$ cat config.mk
export PLATFORM = sky130hd
export DESIGN_NAME = spi_bus_bridge
export DESIGN_NICKNAME = d
export VERILOG_FILES = /design/src/rtl/spi_bus_pkg.sv /design/src/rtl/bus_req_ctrl.sv /design/src/rtl/spi_bus_bridge.sv
export SDC_FILE = /design/constraint.sdc
export NUM_CORES = 1
export LEC_CHECK = 0
export CORE_ASPECT_RATIO = 0.6
export CORE_MARGIN = 2
export CORE_UTILIZATION = 48
export DETAILED_ROUTE_END_ITERATION = 10
export PLACE_DENSITY_LB_ADDON = 0.08
export SYNTH_ARGS = -nofsm -noshare
export SYNTH_HDL_FRONTEND = slang
export SYNTH_SLANG_ARGS = --single-unit
$ cat constraint.sdc
create_clock -name clk_i -period 1.92 [get_ports clk_i]
set_input_delay 0.48 -clock clk_i [delete_from_list [all_inputs] [get_ports clk_i]]
set_output_delay 0.48 -clock clk_i [all_outputs]
set_load 0.01 [all_outputs]
$ cat src/rtl/spi_bus_pkg.sv
// Shared definitions for the SPI-to-bus bridge.
// Holds the decoder state encoding, command byte field positions and the
// default bus address width.
package spi_bus_pkg;

    localparam int unsigned DEFAULT_ADDR_W = 15;

    // Command byte: bit 7 selects write (1) or read (0), bits 6:0 give addr[14:8].
    localparam int unsigned CMD_WRITE_BIT = 7;

    // Reading with this high address byte clears the sticky overrun flag.
    localparam logic [6:0] STATUS_ADDR_HI = 7'h7F;

    typedef enum logic [1:0] {
        StIdle,
        StAddr,
        StData
    } state_e;

endpackage

$ cat src/rtl/bus_req_ctrl.sv
// Bus request holder for the SPI bridge.
// Ports:
//   clk_i, rst_ni      clock, async active-low reset
//   issue_i            launch a transaction next cycle (only when not pending)
//   issue_we_i/addr/wdata  transaction attributes captured with issue_i
//   bus_ack_i          one-cycle completion strobe from the bus slave
//   bus_req_o/we/addr/wdata  registered bus outputs, stable while bus_req_o
//   pending_o          request outstanding and not completing this cycle
//   ack_o              ack accepted this cycle (ack while req is low is ignored)
module bus_req_ctrl #(
    parameter int unsigned ADDR_W = 15
) (
    input  logic              clk_i,
    input  logic              rst_ni,
    input  logic              issue_i,
    input  logic              issue_we_i,
    input  logic [ADDR_W-1:0] issue_addr_i,
    input  logic [7:0]        issue_wdata_i,
    input  logic              bus_ack_i,
    output logic              bus_req_o,
    output logic              bus_we_o,
    output logic [ADDR_W-1:0] bus_addr_o,
    output logic [7:0]        bus_wdata_o,
    output logic              pending_o,
    output logic              ack_o
);

    logic              req_d, req_q;
    logic              we_d, we_q;
    logic [ADDR_W-1:0] addr_d, addr_q;
    logic [7:0]        wdata_d, wdata_q;

    assign ack_o     = req_q & bus_ack_i;
    // An ack completes first, so a strobe in the ack cycle sees the bus free.
    assign pending_o = req_q & ~bus_ack_i;

    always_comb begin
        req_d   = req_q;
        we_d    = we_q;
        addr_d  = addr_q;
        wdata_d = wdata_q;
        if (issue_i) begin
            req_d   = 1'b1;
            we_d    = issue_we_i;
            addr_d  = issue_addr_i;
            wdata_d = issue_wdata_i;
        end else if (ack_o) begin
            req_d = 1'b0;
        end
    end

    always_ff @(posedge clk_i or negedge rst_ni) begin
        if (!rst_ni) begin
            req_q   <= 1'b0;
            we_q    <= 1'b0;
            addr_q  <= '0;
            wdata_q <= 8'h00;
        end else begin
            req_q   <= req_d;
            we_q    <= we_d;
            addr_q  <= addr_d;
            wdata_q <= wdata_d;
        end
    end

    assign bus_req_o   = req_q;
    assign bus_we_o    = we_q;
    assign bus_addr_o  = addr_q;
    assign bus_wdata_o = wdata_q;

endmodule

$ cat src/rtl/spi_bus_bridge.sv
// Command decoder behind the SPI slave: turns received byte frames
// (cmd, addr-low, data...) into auto-incrementing req/ack bus transfers.
// Ports:
//   clk_i, rst_ni               clock, async active-low reset
//   mdata_i, data_valid_read_i  received byte and its one-cycle strobe
//   data_firstbyte_i            strobe qualifier: first byte of a CS frame
//   sdata_o                     byte returned to the master on the next SPI byte
//   bus_req_o/we/addr/wdata     memory bus request, held until bus_ack_i
//   bus_rdata_i, bus_ack_i      bus read data and completion strobe
//   overrun_o                   sticky: byte arrived while the bus was busy
module spi_bus_bridge
    import spi_bus_pkg::*;
#(
    parameter int unsigned ADDR_W = DEFAULT_ADDR_W
) (
    input  logic              clk_i,
    input  logic              rst_ni,
    input  logic [7:0]        mdata_i,
    input  logic              data_valid_read_i,
    input  logic              data_firstbyte_i,
    output logic [7:0]        sdata_o,
    output logic              bus_req_o,
    output logic              bus_we_o,
    output logic [ADDR_W-1:0] bus_addr_o,
    output logic [7:0]        bus_wdata_o,
    input  logic [7:0]        bus_rdata_i,
    input  logic              bus_ack_i,
    output logic              overrun_o
);

    state_e            state_q;
    logic              write_q;
    logic [ADDR_W-1:0] addr_q;
    logic [7:0]        sdata_q;
    logic              overrun_q;

    logic              pending;
    logic              ack;
    logic              first;
    logic              accept;
    logic              issue;
    logic              issue_we;
    logic [ADDR_W-1:0] issue_addr;

    assign first  = data_valid_read_i & data_firstbyte_i;
    assign accept = data_valid_read_i & ~data_firstbyte_i & ~pending;

    always_comb begin
        issue      = 1'b0;
        issue_we   = 1'b0;
        issue_addr = addr_q;
        if (accept) begin
            unique case (state_q)
                StAddr: begin
                    // Read prefetch at the freshly completed address.
                    issue      = ~write_q;
                    issue_addr = {addr_q[ADDR_W-1:8], mdata_i};
                end
                StData: begin
                    issue      = 1'b1;
                    issue_we   = write_q;
                    issue_addr = write_q ? addr_q : addr_q + ADDR_W'(1);
                end
                default: ;
            endcase
        end
    end

    always_ff @(posedge clk_i or negedge rst_ni) begin
        if (!rst_ni) begin
            state_q   <= StIdle;
            write_q   <= 1'b0;
            addr_q    <= '0;
            sdata_q   <= 8'h00;
            overrun_q <= 1'b0;
        end else if (first) begin
            // Restart decode from any state; a pending transfer keeps running.
            state_q <= StAddr;
            write_q <= mdata_i[CMD_WRITE_BIT];
            addr_q  <= ADDR_W'({mdata_i[6:0], 8'h00});
            // Status byte shows the flag as it was before a possible clear.
            sdata_q <= {7'b0, overrun_q};
            if (!mdata_i[CMD_WRITE_BIT] && mdata_i[6:0] == STATUS_ADDR_HI) begin
                overrun_q <= 1'b0;
            end
        end else begin
            if (ack && !bus_we_o) begin
                sdata_q <= bus_rdata_i;
            end
            if (data_valid_read_i && pending) begin
                overrun_q <= 1'b1;
            end else if (accept) begin
                unique case (state_q)
                    StAddr: begin
                        addr_q  <= {addr_q[ADDR_W-1:8], mdata_i};
                        state_q <= StData;
                    end
                    StData: addr_q <= addr_q + ADDR_W'(1);
                    default: ;
                endcase
            end
        end
    end

    bus_req_ctrl #(
        .ADDR_W (ADDR_W)
    ) u_bus_req_ctrl (
        .clk_i         (clk_i),
        .rst_ni        (rst_ni),
        .issue_i       (issue),
        .issue_we_i    (issue_we),
        .issue_addr_i  (issue_addr),
        .issue_wdata_i (mdata_i),
        .bus_ack_i     (bus_ack_i),
        .bus_req_o     (bus_req_o),
        .bus_we_o      (bus_we_o),
        .bus_addr_o    (bus_addr_o),
        .bus_wdata_o   (bus_wdata_o),
        .pending_o     (pending),
        .ack_o         (ack)
    );

    assign sdata_o   = sdata_q;
    assign overrun_o = overrun_q;

endmodule

==> impl_metrics.ini, run 1 <==
[outcome]
run_status = finished with violations
violations = negative setup slack

[cells_and_area]
final_cell_area_sq_mm = 0.00419
layout_commonest_cell = sky130_fd_sc_hd__buf_4
filler_cell_count = 511
number_of_diodes_added_for_antenna_fixing = 0
top_library_cells_by_usage_in_the_layout_fill_and_taps_aside = sky130_fd_sc_hd__buf_4, sky130_fd_sc_hd__clkdlybuf4s50_1, sky130_fd_sc_hd__dfrtp_1, sky130_fd_sc_hd__nand2_1, sky130_fd_sc_hd__nor2_1
finalNonFillerCells = 522
drive_above_1_share = 0.210
nets = 461
area_delta_synth_final_pct = 39.1
layout.core_utilization = 0.688

[timing]
fin_hold_ws_ns = 0.102
worst_slew_pin_slew_ns = 0.488
finalMaxSlewViolations = 0
min_period_ns = 1.98
final-setup-viol-count = 1
fin_setup_tns_ns = -0.0632
timing.final.ws_setup_ns = -0.0632
timing.final.hold_violations = 0
max_freq_ghz = 0.504
timing.clock.skew_ns = 0.00630
max-slew-margin-rel = 0.674
rsz0062_at_grt = true
layout_worst_path_cycle_share = 1.03

[setup_path]
timing.critical_path.required_ns = 2.16
worst_flop_to_flop_path_endpoint = u_bus_req_ctrl.bus_addr_o[9]$_DFFE_PN0P_
setup.worst_path.start_class = flop
worst-endpoint-arrival_ns = 2.22
critPathCaptureType = flop
critical_path.reg2reg.startpoint = state_q[0]$_DFFE_PN0P_
reg2reg_setup_slack_ns = -0.06
timing.reg2reg.worst_path_depth = 6
worstSetupPathType = reg -> reg
worst-path-max-fanout = 2

[floorplanning]
initial_core_util = 0.495
num_rows = 22
floorplan.core_area_sq_mm = 0.00608
ios = 55
die-area_sq_mm = 0.00694
die-height_um = 65.4
die_w_um = 106

[yosys]
synth_ff_type = sky130_fd_sc_hd__dfrtp_1
synth_async_sr_flop_share = 1.00
avgSynthCellArea_sq_um = 8.96
syn_nets = 360
synth_sequential_area_ratio = 0.432
yosys_register_bits = 52
ys_warn_count = 0
mappedNetlistArea_sq_mm = 0.00301
ys_types = 57
synth_edf_count = 0
netlist_instances = 336

[grt]
antenna_found_initial = 0
gr-usage-all-layers = 0.309
grt_remaining_overflow = 0
first_pass_grt_wire_length_um = 16000
via_count_of_the_first_global_routing_pass = 2876
grt_max_degree = 36

[power]
worst_vdd_drop_mv = 0.606
power_mw = 4.98
sw_share = 0.388
seq_power_share = 0.354
p_per_area_mw_per_mm2 = 1190
power.static_leakage_nw = 1.85
pwr-share-clk = 0.135
cell_internal_pwr_mw = 3.05
power.share.combinational = 0.511
power_switching_mw = 1.93

[placement]
dp_hpwl_um = 7900
dp_slack_ns = -0.249
place.gp.congestion = 1.02
place_area_sq_mm = 0.00406
portBuffers = 54
numPlacedInstances = 514

[clocking]
clock_tree.buffer_depth = 2
tritoncts = done
clk_transition_reported_paths_ns = 0.10
cts_setup_buffers = 0
insertion_delay_ns = 0.31
ctsHtreeMaxLevel = 2
cts_buffers = 5
clock_tree.root_cell = sky130_fd_sc_hd__clkbuf_8
clock-sinks = 52

[routing]
antenna_left = 0
first_drt_iteration_drcs = 278
vias = 3137
drtPass1Iterations = 5
viasPerCell = 6.01
post_drt_wl_per_cell_um = 19.6
wirelength_um = 10200
drc = 0

[min_path]
hold_path.class = in -> async

[flow_run]
number_of_max_cap_violations = 0
-- Yosys cell counts, types with 4 or more instances --
library cell,count,area share
sky130_fd_sc_hd__dfrtp_1,52,0.43
sky130_fd_sc_hd__nand2_1,42,0.052
sky130_fd_sc_hd__nor2_1,28,0.035
sky130_fd_sc_hd__a21oi_1,18,0.030
sky130_fd_sc_hd__clkbuf_1,18,0.022
sky130_fd_sc_hd__mux2i_1,11,0.037
sky130_fd_sc_hd__nor3_1,11,0.018
sky130_fd_sc_hd__nand3_1,10,0.017
sky130_fd_sc_hd__o21ai_0,10,0.017
sky130_fd_sc_hd__o2bb2ai_1,10,0.029
sky130_fd_sc_hd__inv_1,9,0.011
sky130_fd_sc_hd__nor4_1,9,0.019
sky130_fd_sc_hd__buf_2,7,0.012
sky130_fd_sc_hd__o211ai_1,7,0.017
sky130_fd_sc_hd__and3_1,6,0.012
sky130_fd_sc_hd__nand2b_1,6,0.012
sky130_fd_sc_hd__nand4_1,6,0.012
sky130_fd_sc_hd__a22oi_1,5,0.012
sky130_fd_sc_hd__o221ai_1,5,0.015
sky130_fd_sc_hd__xnor2_1,5,0.015
sky130_fd_sc_hd__a21o_1,4,0.010
sky130_fd_sc_hd__a221o_1,4,0.013
sky130_fd_sc_hd__nor2b_1,4,0.0083
-- power by group through the flow --
stage	Clock, mW	Combinational, mW	Sequential [mW]
floorplan	0	1.09	1.85
detailed placement	0	2.50	1.78
global route	0.721	2.77	1.81
global placement	0	2.47	1.77
finish	0.671	2.55	1.76
CTS	0.678	2.52	1.76
-- cell type report --
class,count,area (sq um),area share
repair buffers,121,1050,0.252
clock buffers,6,82.6,0.0197
clock inverters,2,10.0,0.00239
multi-input cells,248,1600,0.382
inverters,9,33.8,0.00807
flip-flops and latches,52,1300,0.311
well taps,84,105,0.0251
-- repair_timing --
action / CTS / global route
gates cloned: 0 / 0
pin swaps: 1 / 0
gates resized for setup: 1 / 7
endpoints found under the setup margin: 1 / 20
hold buffers: 0 / 0
-- registers in the layout, indices dropped and copies added (netlist names) --
register	cells
u_bus_req_ctrl.bus_req_o	1
u_bus_req_ctrl.bus_wdata_o	8
write_q	1
u_bus_req_ctrl.bus_we_o	1
addr_q	15
overrun_o	1
sdata_o	8
state_q	2
u_bus_req_ctrl.bus_addr_o	15
-- logic make-up (layout without fill, tap and decap cells) --
family,count (synthesis),in the layout,share of synthesized area
AND/OR/NAND/NOR,137,137,0.227
AO/OA/AOI/OAI,87,87,0.211
flip-flops,52,52,0.432
buffers and inverters,36,138,0.0490
multiplexers,14,14,0.0478
XOR/XNOR,7,7,0.0204
adder cells (fa/ha/maj),3,3,0.0125
-- routing by layer --
| metal | share of wire | vias up | global-route usage |
|---|---|---|---|
| li1 | - | 1438 | - |
| met1 | 0.47 | 1520 | 0.479 |
| met2 | 0.41 | 168 | 0.429 |
| met3 | 0.11 | 11 | 0.0853 |
| met4 | 0.010 | 0 | 0.0510 |
| met5 | 0 | - | 0 |
-- worst max-delay path by stage --
| stage | start | to | slack (ns) | cells past startpoint |
|---|---|---|---|---|
| after global routing | state_q[0]$_DFFE_PN0P_ | u_bus_req_ctrl.bus_addr_o[9]$_DFFE_PN0P_ | -0.07 | 6 |
| final | state_q[0]$_DFFE_PN0P_ | u_bus_req_ctrl.bus_addr_o[9]$_DFFE_PN0P_ | -0.06 | 6 |
| after detailed placement | data_valid_read_i | u_bus_req_ctrl.bus_addr_o[5]$_DFFE_PN0P_ | -0.25 | 6 |
| after floorplan | state_q[0]$_DFFE_PN0P_ | u_bus_req_ctrl.bus_addr_o[9]$_DFFE_PN0P_ | 0.02 | 6 |
| after CTS | state_q[0]$_DFFE_PN0P_ | u_bus_req_ctrl.bus_addr_o[9]$_DFFE_PN0P_ | -0.04 | 6 |
| after global placement | data_valid_read_i | u_bus_req_ctrl.bus_addr_o[8]$_DFFE_PN0P_ | -0.19 | 6 |
-- worst max-delay path: stages, from the launching register on --
cell	delay, ns
sky130_fd_sc_hd__dfrtp_1	0.36
sky130_fd_sc_hd__inv_1	0.05
sky130_fd_sc_hd__ha_1	0.31
sky130_fd_sc_hd__or3b_4	0.39
sky130_fd_sc_hd__or4_1	0.43
sky130_fd_sc_hd__and4_1	0.19
sky130_fd_sc_hd__a211oi_2	0.18
Note: power is estimated with default switching activity, not from simulation.
==> run 2, diff against run 1 <==
CORE_MARGIN = not set   (was 2)
CORE_UTILIZATION = 45   (was 48)
==> run 2 against run 1 <==
  * The flow now finishes without violations
  * Core utilization is 0.74 points lower
  * Combinational power is 3% higher
  * Sequential share of layout area is 0.63 points lower
  * First-iteration DRC count is 22% lower
  * Clock skew is 0.0016 ns higher
  * Register-to-register slack better by 0.09 ns
  * Cell count is 0.19% higher
  * Non-clock buffer count is 1 higher
  * Critical path type unchanged
  * Critical endpoint unchanged
  * Largest power group unchanged
  * Highest routed layer is now met5
==> impl_metrics.ini, run 2 (synthesis results as in run 1) <==
[outcome]
run_status = complete, no violations

[timing]
finalMaxSlewViolations = 0
final-setup-viol-count = 0
timing.final.ws_setup_ns = 0.0265
fin_hold_ws_ns = 0.143
timing.final.hold_violations = 0
rsz0062_at_grt = true
layout_worst_path_cycle_share = 0.986
timing.clock.skew_ns = 0.00787
worst_slew_pin_slew_ns = 0.436
max-slew-margin-rel = 0.708
max_freq_ghz = 0.528
min_period_ns = 1.89

[setup_path]
crit_path_cell_trace = inv_1, ha_1, or3b_1, or4_1, and4_1, a211oi_2
critPathCaptureType = flop
worst-endpoint-arrival_ns = 2.13
worstSetupPathType = reg -> reg
reg2reg_setup_slack_ns = 0.03
worst-path-max-fanout = 2
timing.reg2reg.worst_path_depth = 6
startpoint = state_q[0]$_DFFE_PN0P_
worst_flop_to_flop_path_endpoint = u_bus_req_ctrl.bus_addr_o[9]$_DFFE_PN0P_
crit_path_to = u_bus_req_ctrl.bus_addr_o[9]$_DFFE_PN0P_
critical_path.reg2reg.startpoint = state_q[0]$_DFFE_PN0P_
worst-path-buf-inv = 1
critical_path.max_stage_delay_ns = 0.41
critical_path_depth = 6
setup.worst_path.start_class = flop
timing.critical_path.required_ns = 2.15
path_delay_family = simple AND/OR/NAND/NOR gates
cpMaxStageDelayCell = sky130_fd_sc_hd__or4_1

[clocking]
clock_tree.root_cell = sky130_fd_sc_hd__clkbuf_8
insertion_delay_ns = 0.31
cts_setup_buffers = 0
clock-sinks = 52
cts_buffers = 5
clock_tree.buffer_depth = 2
clk_transition_reported_paths_ns = 0.10
tritoncts = done
ctsHtreeMaxLevel = 2

[placement]
dp_hpwl_um = 7940
place.gp.congestion = 0.993
dp_slack_ns = -0.320
portBuffers = 54

[grt]
first_pass_grt_wire_length_um = 16200
grt_remaining_overflow = 0
via_count_of_the_first_global_routing_pass = 3029
antenna_found_initial = 0
grt_max_degree = 53
gr-usage-all-layers = 0.312

[routing]
viasPerCell = 5.91
antenna_left = 0
first_drt_iteration_drcs = 217
drc = 0
post_drt_wl_per_cell_um = 19.6
vias = 3090
drtPass1Iterations = 5
wirelength_um = 10200

[power]
power.share.combinational = 0.507
cell_internal_pwr_mw = 3.23
power_switching_mw = 1.96
seq_power_share = 0.337
p_per_area_mw_per_mm2 = 1210
pwr-share-clk = 0.156
sw_share = 0.377
worst_vdd_drop_mv = 0.591
power.static_leakage_nw = 1.89

[floorplanning]
floorplan.core_area_sq_mm = 0.00628
die-area_sq_mm = 0.00703
ios = 55
die_w_um = 108
die-height_um = 65.4
num_rows = 22
initial_core_util = 0.480

[cells_and_area]
drive_above_1_share = 0.212
area_delta_synth_final_pct = 41.9
top_library_cells_by_usage_in_the_layout_fill_and_taps_aside = sky130_fd_sc_hd__buf_4, sky130_fd_sc_hd__clkdlybuf4s50_1, sky130_fd_sc_hd__dfrtp_1, sky130_fd_sc_hd__nand2_1, sky130_fd_sc_hd__nor2_1
layout.core_utilization = 0.681
filler_cell_count = 513
number_of_diodes_added_for_antenna_fixing = 0
layout_commonest_cell = sky130_fd_sc_hd__buf_4
nets = 462

[flow_run]
number_of_max_cap_violations = 0

[min_path]
hold_path.class = in -> async
run 2: power by group through the flow:
stage / logic [mW] / registers, mW / clock network [mW]
final: 2.63 / 1.75 / 0.808
after CTS: 2.53 / 1.75 / 0.822
after floorplan: 1.09 / 1.85 / 0
after global routing: 2.84 / 1.80 / 0.871
after global placement: 2.50 / 1.76 / 0
after detailed placement: 2.52 / 1.77 / 0
run 2: timing repair:
item / 4_1_cts / 5_1_grt
endpoints found under the setup margin: 3 / 24
hold buffers: 0 / 0
gates resized for setup: 1 / 13
pin swaps: 2 / 2
run 2: area by class of cell:
cell class | count | area (sq um) | area share
clock buffer | 6 | 82.6 | 0.0193
clock inverter | 2 | 38.8 | 0.00907
inverter | 9 | 33.8 | 0.00790
multi-input combinational | 248 | 1630 | 0.382
sequential | 52 | 1300 | 0.304
tap | 84 | 105 | 0.0246
timing repair buffer | 122 | 1080 | 0.252
run 2: routing by layer:
layer / vias up / GRT usage / part of all wire
met2: 143 / 0.448 / 0.41
li1: 1439 / - / -
met1: 1492 / 0.450 / 0.47
met4: 2 / 0.0651 / 0.010
met3: 14 / 0.100 / 0.10
met5: - / 0.0794 / 0.0062
run 2: how the worst min path moves through the flow:
stage | start | end | slack [ns] | depth (start not counted)
5_1_grt | rst_ni | u_bus_req_ctrl.bus_addr_o[3]$_DFFE_PN0P_ | 0.18 | 2
3_5_place_dp | u_bus_req_ctrl.bus_wdata_o[5]$_DFFE_PN0P_ | u_bus_req_ctrl.bus_wdata_o[5]$_DFFE_PN0P_ | 0.46 | 2
2_1_floorplan | rst_ni | addr_q[0]$_DFFE_PN0P_ | 0.18 | 0
3_3_place_gp | u_bus_req_ctrl.bus_wdata_o[5]$_DFFE_PN0P_ | u_bus_req_ctrl.bus_wdata_o[5]$_DFFE_PN0P_ | 0.46 | 2
4_1_cts | rst_ni | u_bus_req_ctrl.bus_addr_o[7]$_DFFE_PN0P_ | 0.17 | 2
6_report | rst_ni | u_bus_req_ctrl.bus_addr_o[3]$_DFFE_PN0P_ | 0.14 | 2
run 2: per-stage QoR:
step           instance area, sq um  TNS (ns)  power, mW  instances
6_report                       4270         0       5.19        523
3_5_place_dp                   4080     -7.73       4.28        515
5_1_grt                        4270   -0.0726       5.51        523
4_1_cts                        4200         0       5.10        523
3_3_place_gp                   4080     -6.77       4.26        515
2_1_floorplan                  3010         0       2.93        336
==> run 3, diff against run 2 <==
SYNTH_HIERARCHICAL = 1   (was not set)
==> run 3 against run 2 <==
  * Clock skew shrank 0.0013 ns
  * Count of clock-buffer cells in the layout shrank 1
  * Sequential cell count is the same
  * The flow now finishes with violations (negative setup slack)
  * Combinational power grew 20%
  * Critical path type unchanged
  * Hold slack lost 0.0031 ns
  * First-iteration DRC count shrank 2.8%
==> impl_metrics.ini, run 3 <==
[timing]
layout_worst_path_cycle_share = 1.05
worst_slew_pin_slew_ns = 0.482
timing.clock.skew_ns = 0.00653
timing.final.hold_violations = 0
max-slew-margin-rel = 0.679
fin_hold_ws_ns = 0.140
finalMaxSlewViolations = 0
final-setup-viol-count = 24
min_period_ns = 2.02
rsz0062_at_grt = true
timing.final.ws_setup_ns = -0.101
max_freq_ghz = 0.495

[outcome]
run_status = finished with violations
violations = negative setup slack

[setup_path]
worst-path-max-fanout = 5
worst-endpoint-arrival_ns = 2.26
critPathCaptureType = flop
worstSetupPathType = reg -> reg
reg2reg_setup_slack_ns = -0.10
timing.critical_path.required_ns = 2.15
timing.reg2reg.worst_path_depth = 7
setup.worst_path.start_class = flop

[clocking]
insertion_delay_ns = 0.29
ctsHtreeMaxLevel = 2
clock_tree.buffer_depth = 2
cts_hold_buf = 0
tritoncts = done
clock-sinks = 52
cts_buffers = 5
clock_tree.root_cell = sky130_fd_sc_hd__clkbuf_16
clk_transition_reported_paths_ns = 0.07

[routing]
drtPass1Iterations = 5
antenna_left = 0
wirelength_um = 9880
drc = 0
viasPerCell = 6.01
post_drt_wl_per_cell_um = 19.7
first_drt_iteration_drcs = 211
vias = 3012

[grt]
gr-usage-all-layers = 0.275
grt_max_degree = 34
grt_remaining_overflow = 0
first_pass_grt_wire_length_um = 15500
via_count_of_the_first_global_routing_pass = 2837
antenna_found_initial = 0

[placement]
place.gp.congestion = 0.902
dp_hpwl_um = 7080
dp_slack_ns = -0.596
portBuffers = 54

[cells_and_area]
layout_commonest_cell = sky130_fd_sc_hd__buf_4
layout.core_utilization = 0.676
nets = 438
top_library_cells_by_usage_in_the_layout_fill_and_taps_aside = sky130_fd_sc_hd__buf_4, sky130_fd_sc_hd__dfrtp_1, sky130_fd_sc_hd__clkdlybuf4s50_1, sky130_fd_sc_hd__mux2_4, sky130_fd_sc_hd__o21ai_0
drive_above_1_share = 0.312
number_of_diodes_added_for_antenna_fixing = 0
area_delta_synth_final_pct = 43.4

[floorplanning]
die-area_sq_mm = 0.00740
ios = 55
die-height_um = 67.0
num_rows = 23
die_w_um = 110
floorplan.core_area_sq_mm = 0.00673
initial_core_util = 0.471

[yosys]
ys_warn_count = 6
avgSynthCellArea_sq_um = 10.4
netlist_top_cells_area = sky130_fd_sc_hd__dfrtp_1, sky130_fd_sc_hd__mux2_4, sky130_fd_sc_hd__mux2i_1, sky130_fd_sc_hd__o21ai_0, sky130_fd_sc_hd__nand3_1
syn_nets = 329
yosys_register_bits = 52
synthMostInstantiatedCell = sky130_fd_sc_hd__dfrtp_1
synth_edf_count = 0
mappedNetlistArea_sq_mm = 0.00317
yosys.area.top_type = sky130_fd_sc_hd__dfrtp_1
synth_top_area_share = 0.410
synth_sequential_area_ratio = 0.410
synth_async_sr_flop_share = 1.00
ys_types = 57
most_frequent_cells_after_synthesis = sky130_fd_sc_hd__dfrtp_1, sky130_fd_sc_hd__o21ai_0, sky130_fd_sc_hd__nand2_1
netlist_instances = 305
synth_ff_type = sky130_fd_sc_hd__dfrtp_1

[min_path]
hold_path.class = in -> async

[flow_run]
number_of_max_cap_violations = 0

[power]
worst_vdd_drop_mv = 0.800
power.static_leakage_nw = 1.98
power_mw = 6.17
p_per_area_mw_per_mm2 = 1360
## run 3: cell type report
| class | instances | area (sq um) |
|---|---|---|
| inverters | 4 | 15.0 |
| multi-input cells | 226 | 1790 |
| clock inverters | 2 | 60.1 |
| flip-flops and latches | 52 | 1300 |
| repair buffers | 125 | 1150 |
| fillers | 553 | 2180 |
| well taps | 87 | 109 |
| clock buffers | 5 | 125 |
## run 3: timing repair
item / 4_1_cts / 5_1_grt
pin swaps: 3 / 4
setup buffers: 3 / 5
setup endpoints to repair: 31 / 38
cloned: 1 / 1
gates resized for setup: 10 / 24
## run 3: cell families (layout without fill, tap and decap cells)
| group | count (synthesis) | after routing | share of synthesized area |
|---|---|---|---|
| compound gates | 76 | 76 | 0.161 |
| xor+xnor | 1 | 1 | 0.00276 |
| fa+ha+maj | 3 | 3 | 0.0118 |
| buf+inv | 27 | 136 | 0.0682 |
| flops | 52 | 52 | 0.410 |
| mux | 38 | 38 | 0.152 |
| simple gates | 108 | 108 | 0.194 |
## run 3: worst max-delay path, stage by stage, from the launching register on
cell	delay, ns
sky130_fd_sc_hd__dfrtp_1	0.39
sky130_fd_sc_hd__inv_2	0.07
sky130_fd_sc_hd__ha_4	0.21
sky130_fd_sc_hd__nor4b_4	0.32
sky130_fd_sc_hd__nand2_1	0.13
sky130_fd_sc_hd__buf_4	0.18
sky130_fd_sc_hd__o311ai_0	0.42
sky130_fd_sc_hd__mux2_4	0.23
## run 3: path summary, 6_finish.rpt
check	from	endpoint
worst max register to register	state_q[0]$_DFFE_PN0P_	u_bus_req_ctrl/bus_addr_o[10]$_DFFE_PN0P_
worst min-delay path	rst_ni	u_bus_req_ctrl/bus_addr_o[13]$_DFFE_PN0P_
worst max-delay path	state_q[0]$_DFFE_PN0P_	u_bus_req_ctrl/bus_addr_o[10]$_DFFE_PN0P_
worst min register to register	u_bus_req_ctrl/bus_addr_o[8]$_DFFE_PN0P_	u_bus_req_ctrl/bus_addr_o[8]$_DFFE_PN0P_
max in group asynchronous	rst_ni	addr_q[0]$_DFFE_PN0P_
min in group clk_i	u_bus_req_ctrl/bus_addr_o[8]$_DFFE_PN0P_	u_bus_req_ctrl/bus_addr_o[8]$_DFFE_PN0P_
## run 3: through the flow
stage / instance area (sq um) / cells / setup TNS [ns]
after floorplan: 3240 / 305 / -2.62
after global placement: 4180 / 485 / -17.70
after detailed placement: 4180 / 485 / -18.31
after CTS: 4450 / 496 / -3.80
after global routing: 4550 / 501 / -3.70
final: 4550 / 501 / -1.72
## run 3: metal layers
metal  vias to the layer above  track usage  wire length [um]
li1                       1359            -                 -
met1                      1514        0.414              4870
met2                       128        0.398              4110
met3                        11       0.0582               820
met4                         0       0.0583                87
met5                         -            0                 0
## run 3: power breakdown
part | internal [mW] | leakage (nW) | switching [mW]
combinational | 1.80 | 1.23 | 1.36
clock | 0.740 | 0.0899 | 0.411
sequential | 1.51 | 0.653 | 0.349
total | 4.05 | 1.98 | 2.12
==> RTL change 1, RTL diff (config.mk and constraints of run 2) <==
`DEFAULT_ADDR_W`: 15 -> 14.
--- a/src/rtl/spi_bus_pkg.sv
+++ b/src/rtl/spi_bus_pkg.sv
@@ -3,7 +3,7 @@
 // default bus address width.
 package spi_bus_pkg;
 
-    localparam int unsigned DEFAULT_ADDR_W = 15;
+    localparam int unsigned DEFAULT_ADDR_W = 14;
 
     // Command byte: bit 7 selects write (1) or read (0), bits 6:0 give addr[14:8].
     localparam int unsigned CMD_WRITE_BIT = 7;
Interface: changed (resized bus_addr_o); port bits go from 55 to 54. No check against the original RTL was run, so the function may have changed too.
==> RTL change 1 against run 2 <==
Wire length decreased by 18%; count of clock-buffer cells in the layout increased by 1; design area decreased by 8.3%; via count decreased by 8.1%; sequential cell count decreased by 2; hold slack got worse by 7.2 ps; power decreased by 3.9%; area after synthesis decreased by 3.9%; setup slack improved by 70 ps; core utilization decreased by 4.5 points; cell count decreased by 4.4%; non-clock buffer count decreased by 20; critical path type unchanged; critical endpoint is now u_bus_req_ctrl.bus_addr_o[11]; largest power group unchanged.
==> RTL change 1: results (changes against run 2) <==
run_status:
  status: "finished, final reports clean"
layout:
  instances_no_fill: 500  # -4.4%
  drive_above_1_share: 0.173  # -0.0388
  fill_cells: 563  # +9.7%
  seqCellArea_sq_um: 1250  # -3.8%
  nNetsFinal: 439  # -5.0%
  diodes: 0  # unchanged
route:
  routed-wl-met3_um: 651  # -38%
  finalWirelength_mm: 8.41  # -18%
  met1Wirelength_mm: 4.20  # -13%
  vias_per_cell: 5.68  # -3.8%
  routed.top_layer: "met4"
  wl_met2_mm: 3.48  # -17%
sta:
  max-slew-margin-rel: 0.626  # -0.0822
  hold_ws_ps: 136  # -7.25 ps
  fin_ws_ps: 97.0  # +70.5 ps
  clock_skew_ps: 13.3  # +5.39 ps
placement:
  dp_hpwl_mm: 6.12  # -23%
  port_buffers: 53  # -1.9%
  placed_area_sq_um: 3800  # -6.9%
  gp_congestion: 0.914  # -7.9%
  place_worst_setup_slack_ps: -141  # +179 ps
pwr:
  powerSeq_mw: 1.80  # +3%
  peakVddDrop_uv: 622  # +5.2%
  clock_power_mw: 0.706  # -13%
  power_mw: 4.99  # -3.9%
  p_leak_nw: 1.71  # -9.6%
  intPower_mw: 3.06  # -5.3%
global_routing:
  grt_max_degree: 28  # -47%
  grt_pass1_vias: 2616  # -14%
  met3_usage: 0.0510  # -0.0492
  grt_first_pass_wirelength_mm: 13.6  # -16%
  met2_usage: 0.383  # -0.0647
  track_usage: 0.265  # -0.0473
synthesis:
  synth_cells: 332  # -1.2%
  synth_compound_area_frac: 0.213  # +0.00209
  ys_types: 60  # +5.3%
  syn-cell-area_sq_um: 2890  # -3.9%
  synthesis.nets: 356  # -1.1%
  ys_seq_area_frac: 0.432  # about the same
  muxShareOfSynthArea: 0.0385  # -0.00930
  synth_commonest_cells: "dfrtp_1 (50), nand2_1 (46), nor2_1 (30), o21ai_0 (29), a21oi_1 (18)"
worst_setup_path:
  path_max_fanout: 5  # +3
  regToRegSetupSlack_ps: 100  # +70 ps
  ff2ff_path_depth: 8  # +2
## RTL change 1: changes by cell type after synthesis, moves of 5 or more
| cell | delta |
|---|---|
| buf_2 | -5 |
| o211ai_1 | -5 |
| a31oi_1 | +13 |
| o21ai_0 | +19 |
| o2bb2ai_1 | -9 |
| o221ai_1 | -5 |
## RTL change 1: area by class of cell
type / count / share of cell area
repair buffers: 102 / 0.241
multi-input cells: 248 / 0.379
inverters: 8 / 0.00766
well taps: 84 / 0.0268
flip-flops and latches: 50 / 0.319
clock inverters: 1 / 0.00223
clock buffers: 7 / 0.0246
## RTL change 1: worst max-delay path, stage by stage (launching register included)
cell,delay (ps)
dfrtp_1,390
inv_1,80
ha_2,310
nor2_2,190
buf_4,140
nand3_1,150
buf_4,190
a21oi_1,150
a31oi_1,100
## RTL change 1: what timing repair did
action | CTS | global route
hold buffers | 0 | 0
resized for setup | 1 | 4
pin swaps | 0 | 2
setup buffers | 0 | 0
setup endpoints to repair | 1 | 17
==> RTL change 2, RTL diff (flow settings as in run 2) <==
Made on the original files. Encoding of `state_e`: now one-hot (3 bits for 3 states).
--- a/src/rtl/spi_bus_pkg.sv
+++ b/src/rtl/spi_bus_pkg.sv
@@ -11,10 +11,10 @@
     // Reading with this high address byte clears the sticky overrun flag.
     localparam logic [6:0] STATUS_ADDR_HI = 7'h7F;
 
-    typedef enum logic [1:0] {
-        StIdle,
-        StAddr,
-        StData
+    typedef enum logic [2:0] {
+        StIdle = 3'b001,
+        StAddr = 3'b010,
+        StData = 3'b100
     } state_e;
 
 endpackage
Function: same outputs for any inputs over 4 cycles, from zero or initial values and one cycle with rst_ni low; so few cycles prove little.
==> RTL change 2 against run 2 <==
Power fell by 0.58%; sequential cell count is 1 higher; combinational power down 3%; design area decreased by 3.0%; critical path depth decreased by 2; wire length fell by 18%; largest cell class unchanged; highest routed layer is now met4; largest power group unchanged; area after synthesis is 6.7% lower; setup slack worse by 82 ps; the flow now finishes with violations (negative setup slack).
==> RTL change 2: results (changes against run 2) <==
global_routing:
  overflow: 0  # unchanged
  antenna_found_initial: 0  # unchanged
  grt_pass1_vias: 2590  # -14%
  grt_max_degree: 54  # +1.9%
  track_usage: 0.259  # -0.0528
  grt_first_pass_wirelength_mm: 13.2  # -19%
worst_setup_path:
  path_delay_family: "simple AND/OR/NAND/NOR gates"
  max_stage_delay_ps: 460  # +50 ps
  path_max_fanout: 5  # +3
  cp.arrival_ps: 2220  # +90 ps
  crit_slowest_cell: "or4_4"
placement:
  gp_congestion: 0.866  # -13%
  dp_hpwl_mm: 5.85  # -26%
  place_worst_setup_slack_ps: -416  # -96.3 ps
  port_buffers: 54  # unchanged
  dp_cells: 463  # -10%
synthesis:
  synth_cells: 299  # -11%
  synthesis.nets: 321  # -11%
  ys_types: 48  # -16%
  synth_area_leaders: "dfrtp_1 (46%), nor2_1 (4.3%), a31oi_1 (3.8%), o31ai_1 (3.7%), mux2i_1 (3.2%)"
  synth_commonest_cells: "dfrtp_1 (52), nor2_1 (32), nand2_1 (23), o21ai_0 (18)"
  yosysWarnings: 0  # unchanged
  ys.flop_type: "dfrtp_1"
  ys_seq_area_frac: 0.473  # +0.0405
  synthArstFlopShare: 1.00  # unchanged
clocking:
  clkLatencyLatePin_ps: 310  # about the same
  h-tree-depth: 2  # unchanged
  clkTransAtPathRegs_ps: 100  # about the same
  cts_root_buffer: "clkbuf_8"
  cts_buffer_depth: 2  # unchanged
  cts_buffers: 5  # unchanged
run_status:
  violations: "negative setup slack"
  status: "complete, but fails checks"
sta:
  setup_viol: 4  # +4
  clock_skew_ps: 6.93  # -0.943 ps
  worst_pin_slew_ps: 425  # -11.1 ps
  tns_ps: -133  # -133 ps
  fin_ws_ps: -55.9  # -82.5 ps
layout:
  drive_above_1_share: 0.252  # +0.0406
  diodes: 0  # unchanged
  instances_no_fill: 484  # -7.5%
  nNetsFinal: 425  # -8.0%
pwr:
  power_frac_seq: 0.357  # +0.020
  p_leak_nw: 1.75  # -7.3%
  intPower_mw: 3.36  # +3.8%
  peakVddDrop_uv: 840  # +42%
route:
  finalWirelength_mm: 8.43  # -18%
  drtIter0Drc: 229  # +5.5%
  vias_per_cell: 5.82  # -1.5%
  dr.pass1.iters: 5  # unchanged
hold_path:
  hold_class: "in2async"
## RTL change 2: final timing paths
kind,startpoint,end,slack (ps),cells past startpoint
min in group clk_i,u_bus_req_ctrl.bus_wdata_o[2],u_bus_req_ctrl.bus_wdata_o[2],520,1
max reg2reg,state_q[2],u_bus_req_ctrl.bus_addr_o[11],-60,4
min,rst_ni,u_bus_req_ctrl.bus_addr_o[8],150,2
max in group asynchronous,rst_ni,state_q[0],1480,2
max,state_q[2],u_bus_req_ctrl.bus_addr_o[11],-60,4
min reg2reg,u_bus_req_ctrl.bus_wdata_o[2],u_bus_req_ctrl.bus_wdata_o[2],520,1
## RTL change 2: final cells by class
cell class | count | area (sq um)
Clock buffer | 6 | 72.6
Clock inverter | 2 | 35.0
Fill cell | 440 | 1630
Inverter | 4 | 15.0
Multi-Input combinational cell | 220 | 1480
Sequential cell | 53 | 1330
Tap cell | 80 | 100
Timing Repair Buffer | 119 | 1110
## RTL change 2: metal layers
layer	vias to the layer above	wire, um	track usage
met5	-	0	0
met4	0	100	0.0536
met3	18	794	0.0683
met2	127	3650	0.366
met1	1347	3880	0.395
li1	1324	-	-
## RTL change 2: cells by family after synthesis
kind of cell,share of synthesized area
xor gates and xnor gates,0.0125
and+or+nand+nor,0.230
adders and majority gates,0.00445
DFF,0.473
buffers and inverters,0.0387
muxes,0.0641
AOI/OAI and AO/OA,0.177
## RTL change 2: what timing repair did
action | CTS | global route
resized for setup | 9 | 27
pin swaps | 2 | 8
hold buffers | 0 | 0
buffers inserted | 1 | 12
endpoints found under the setup margin | 26 | 25
cloned | 0 | 0
## RTL change 2: metrics by stage
stage	utilization	instance area, sq um	hold WS, ps	total power [mW]
final	0.717	4150	151	5.16
after global routing	0.717	4150	168	5.49
after CTS	0.684	3960	157	4.95
after detailed placement	0.658	3800	493	4.11
after global placement	0.658	3800	492	4.06
after floorplan	-	2820	184	2.89
## RTL change 2: power by group through the flow
stage	registers, mW	clock network [mW]	logic [mW]
after floorplan	1.93	0	0.956
after detailed placement	1.83	0	2.28
after CTS	1.82	0.785	2.34
after global routing	1.91	0.840	2.74
after global placement	1.81	0	2.25
final	1.84	0.759	2.56
